==> src/rtl/button_enable_pulse.sv <==
// button_enable_pulse: debounce a raw pushbutton into one-cycle enable pulses with optional auto-repeat
module button_enable_pulse #(
  parameter int DEBOUNCE_CYCLES = 500000,
  parameter int REPEAT_CYCLES   = 0,
  parameter int CNT_W           = 20
) (
  input  logic clk,
  input  logic rst_n,
  input  logic btn_in,
  output logic en_pulse,
  output logic btn_level,
  output logic busy
);
  typedef enum logic [1:0] {IDLE, PRESS_WAIT, PRESSED, RELEASE_WAIT} state_t;
  localparam logic [CNT_W-1:0] DB_LAST = CNT_W'(DEBOUNCE_CYCLES - 1);
  localparam logic [CNT_W-1:0] RP_LAST = CNT_W'(REPEAT_CYCLES > 0 ? REPEAT_CYCLES - 1 : 0);
  state_t state, state_d;
  logic s1, btn_s, pulse_d;
  logic [CNT_W-1:0] cnt, cnt_d, rpt, rpt_d, cnt_inc, rpt_inc;
  assign cnt_inc = cnt + {{(CNT_W-1){1'b0}}, ~&cnt};
  assign rpt_inc = rpt + {{(CNT_W-1){1'b0}}, ~&rpt};
  // next-state, counter and pulse decisions from the synchronised button only
  always_comb begin
    state_d = state;
    cnt_d   = cnt;
    rpt_d   = rpt;
    pulse_d = 1'b0;
    case (state)
      IDLE: if (btn_s) begin
        state_d = PRESS_WAIT;
        cnt_d   = '0;
      end
      PRESS_WAIT: if (!btn_s) begin
        state_d = IDLE;
        cnt_d   = '0;
      end else if (cnt == DB_LAST) begin
        state_d = PRESSED;
        pulse_d = 1'b1;
        cnt_d   = '0;
        rpt_d   = '0;
      end else cnt_d = cnt_inc;
      PRESSED: if (!btn_s) begin
        state_d = RELEASE_WAIT;
        cnt_d   = '0;
        rpt_d   = '0;
      end else if (REPEAT_CYCLES > 0) begin
        pulse_d = rpt == RP_LAST;
        rpt_d   = rpt == RP_LAST ? '0 : rpt_inc;
      end
      RELEASE_WAIT: if (btn_s) begin
        state_d = PRESSED;
        cnt_d   = '0;
        rpt_d   = '0;
      end else if (cnt == DB_LAST) begin
        state_d = IDLE;
        cnt_d   = '0;
      end else cnt_d = cnt_inc;
      default: state_d = IDLE;
    endcase
  end
  // synchroniser, state and registered outputs
  always_ff @(posedge clk or negedge rst_n) begin
    if (!rst_n) begin
      s1        <= 1'b0;
      btn_s     <= 1'b0;
      state     <= IDLE;
      cnt       <= '0;
      rpt       <= '0;
      en_pulse  <= 1'b0;
      btn_level <= 1'b0;
      busy      <= 1'b0;
    end else begin
      s1        <= btn_in;
      btn_s     <= s1;
      state     <= state_d;
      cnt       <= cnt_d;
      rpt       <= rpt_d;
      en_pulse  <= pulse_d;
      btn_level <= state_d == PRESSED || state_d == RELEASE_WAIT;
      busy      <= state_d == PRESS_WAIT || state_d == RELEASE_WAIT;
    end
  end
endmodule

==> config.mk <==
export PLATFORM = sky130hd
export DESIGN_NAME = button_enable_pulse
export DESIGN_NICKNAME = d
export VERILOG_FILES = /design/src/rtl/button_enable_pulse.sv
export SDC_FILE = /design/constraint.sdc
export NUM_CORES = 1
export LEC_CHECK = 0
export CORE_AREA = 4 4 54 56
export DETAILED_ROUTE_END_ITERATION = 16
export DIE_AREA = 0 0 58 60
export HOLD_SLACK_MARGIN = 0.06
export PLACE_DENSITY = 0.87
export SKIP_LAST_GASP = 1
export SYNTH_ARGS = -nofsm -noshare
export SYNTH_HDL_FRONTEND = slang
export SYNTH_SLANG_ARGS = --single-unit
==> constraint.sdc <==
create_clock -name clk -period 6.1 [get_ports clk]
set_input_delay 0.61 -clock clk [delete_from_list [all_inputs] [get_ports clk]]
set_output_delay 0.61 -clock clk [all_outputs]
set_load 0.1 [all_outputs]
==> impl_metrics.toml <==
[yosys]
synth_seq_area_share_pct = 44.7
syn-instance-count = 154
yosysWarnings = 0
syn_area_sq_um = 1460
synth_ff_type = "dfrtp_1"
synth.avg_cell_area_sq_um = 9.46
yosys.area.top_type_share_pct = 44.7
synth_cell_types = 45
synthTopCellsByArea = "dfrtp_1, nand2_1, nand3_1"
yosysTopAreaCell = "dfrtp_1"
yosys_register_bits = 26
synth_common_cells = "dfrtp_1, nand2_1, nand3_1"
synth.most_common_cell = "dfrtp_1"
synth_nets = 159
synthArstFlopShare_pct = 100
synth_edf_count = 0

[floorplan]
die_w_um = 58
core_region_area_sq_um = 2430
die_h_um = 60
fp-row-count = 18
initial_core_util_pct = 59.9
boundaryPins = 6
dieArea_sq_um = 3480

[power]
power_w = 0.000320
pwr-share-seq_pct = 55.4
clkPwrFrac_pct = 37.8
power_switching_w = 0.0000723
peakVddDrop_v = 0.000157
comb_power_share_pct = 6.8
sw_frac_of_total_pct = 22.6
internal_power_w = 0.000247
power_density_nw_per_um2 = 204
leakage_nw = 0.657

[job]
cap_violations = 0

[critical_path]
critPathCaptureType = "register"
critical_path_required_ns = 6.33
critPathMaxFanout = 8
path_class = "register to register"
worstSetupStartpointType = "register"
cp.arrival_ns = 2.92
worstRegToRegCells = 9

[sta]
finalCriticalPeriod_ns = 2.69
max_slew_margin_pct = 24.1
grt_setup_unrepaired = "false"
hold_viol = 0
max_freq_mhz = 371
finalSetupTns_ns = 0
tightest_slew_ns = 1.14
setup_viol_count_final = 0
clock_skew_ns = 0.00932
timing.final.crit_share_pct = 44.2
drv_slew = 0

[routing]
drc = 0
first_iter_violations = 67
routed_via_density = 6.61
ant_nets = 0
wl_per_cell_um = 16.8
drt_pass1_iterations = 4
routed_wl_um = 3150
via_count = 1242

[clock_tree]
clkSlewWorstSetupHoldPaths_ns = 0.15
cts_tree = "yes"
root_buffer = "clkbuf_4"
clk_latency_ns = 0.33
clk_path_buf_depth = 2
cts_buffers = 3
cts_hold_buf = 0
htreeDepth = 1
cts_setup_buffers = 0
clock_sinks = 26
ctsResizeCount = 0

[grt]
grt_overflow = 0
antenna_found_initial = 0
grt_pass1_wl_um = 5560
grt_max_degree = 27
grt_usage_pct = 20.9
grt_pass1_vias = 1231

[hold_path]
min_path_type = "register to register"
whs_path_depth = 0

[final_layout]
drive_gt1_share_pct = 8.86
nFillCells = 197
fin_util_pct = 64.4
synthToLayoutAreaGrowth_pct = 7.56
fin_nets = 164
diodes = 0

[outcome]
status = "finished clean"

[placement]
dp_hpwl_um = 2270
place.gp.congestion = 0.940
port_buffers = 5
[metrics by stage]
step	hold slack [ns]	setup slack [ns]	instances	cell area, sq um
finish	0.375	3.41	188	1570
global route	0.390	3.23	188	1570
floorplan	0.314	3.67	154	1460
global placement	0.340	3.60	184	1510
detailed placement	0.344	3.46	184	1510
CTS	0.377	3.44	188	1570
[worst paths after layout]
check                                   start             endpoint  slack (ns)
setup / recovery           cnt[5]$_DFFE_PN0P_  cnt[12]$_DFFE_PN0P_        3.41
hold / removal                   s1$_DFF_PN0_      btn_s$_DFF_PN0_        0.37
setup reg to reg           cnt[5]$_DFFE_PN0P_  cnt[12]$_DFFE_PN0P_        3.41
hold reg to reg                  s1$_DFF_PN0_      btn_s$_DFF_PN0_        0.37
max in group asynchronous               rst_n  cnt[16]$_DFFE_PN0P_        4.56
min in group asynchronous               rst_n  cnt[10]$_DFFE_PN0P_        0.86
[area by class of cell]
class	instances	area, sq um	area share (%)
clock inverters	1	30.0	1.92
well taps	30	37.5	2.40
inverters	2	7.51	0.479
clock buffers	3	22.5	1.44
flip-flops and latches	26	651	41.5
multi-input cells	121	768	49.0
repair buffers	5	50.0	3.19
[worst max-delay path, stage by stage, from the launching register on]
cell and delay [ns]:
dfrtp_1 0.50, nand4_1 0.22, or2_1 0.37, nor2_1 0.15, nand3_1 0.10, ha_1 0.25, ha_1 0.24, and3_2 0.25
and3_1 0.21, a221o_1 0.30
[power by group through the flow]
stage	registers (W)	clock network, W	logic [W]
6_report	0.000177	0.000121	0.0000217
5_1_grt	0.000178	0.000129	0.0000243
4_1_cts	0.000177	0.000122	0.0000219
3_5_place_dp	0.000180	0	0.0000219
3_3_place_gp	0.000180	0	0.0000209
2_1_floorplan	0.000182	0	0.0000116
[logic make-up (layout without fill, tap and decap cells)]
kind of cell	count (synthesis)	count (layout)	share of synthesized area, %
flip-flops	26	26	44.7
buffers and inverters	7	11	2.58
XOR/XNOR	4	4	2.41
multiplexers	2	2	1.55
AO/OA/AOI/OAI	28	28	14.1
adder cells (fa/ha/maj)	2	2	1.72
AND/OR/NAND/NOR	85	85	33.0
[cells in the final DEF, fill, tap and decap left out, types with 3 or more instances in the layout]
master	count
o21ai_0	10
nor3_1	6
clkbuf_4	3
a21o_1	6
nand3_1	13
nor3b_1	4
dfrtp_1	26
nor2_1	11
xnor2_1	3
clkdlybuf4s50_1	5
nand2_1	18
nand4_1	6
nor4_1	4
[state kept, by name (all words and copies together), names as in the netlist]
name and count:
btn_s 1, en_pulse 1, cnt 20, btn_level 1
state 1, s1 1, busy 1
[per-layer routing]
| layer | part of all wire (%) | track usage [%] | vias up |
|---|---|---|---|
| li1 | - | - | 579 |
| met1 | 43 | 25.8 | 595 |
| met2 | 48 | 35.0 | 55 |
| met3 | 6.3 | 4.75 | 13 |
| met4 | 2.9 | 9.27 | 0 |
| met5 | 0 | 0 | - |
No activity file was read; power rests on OpenSTA's default activity.
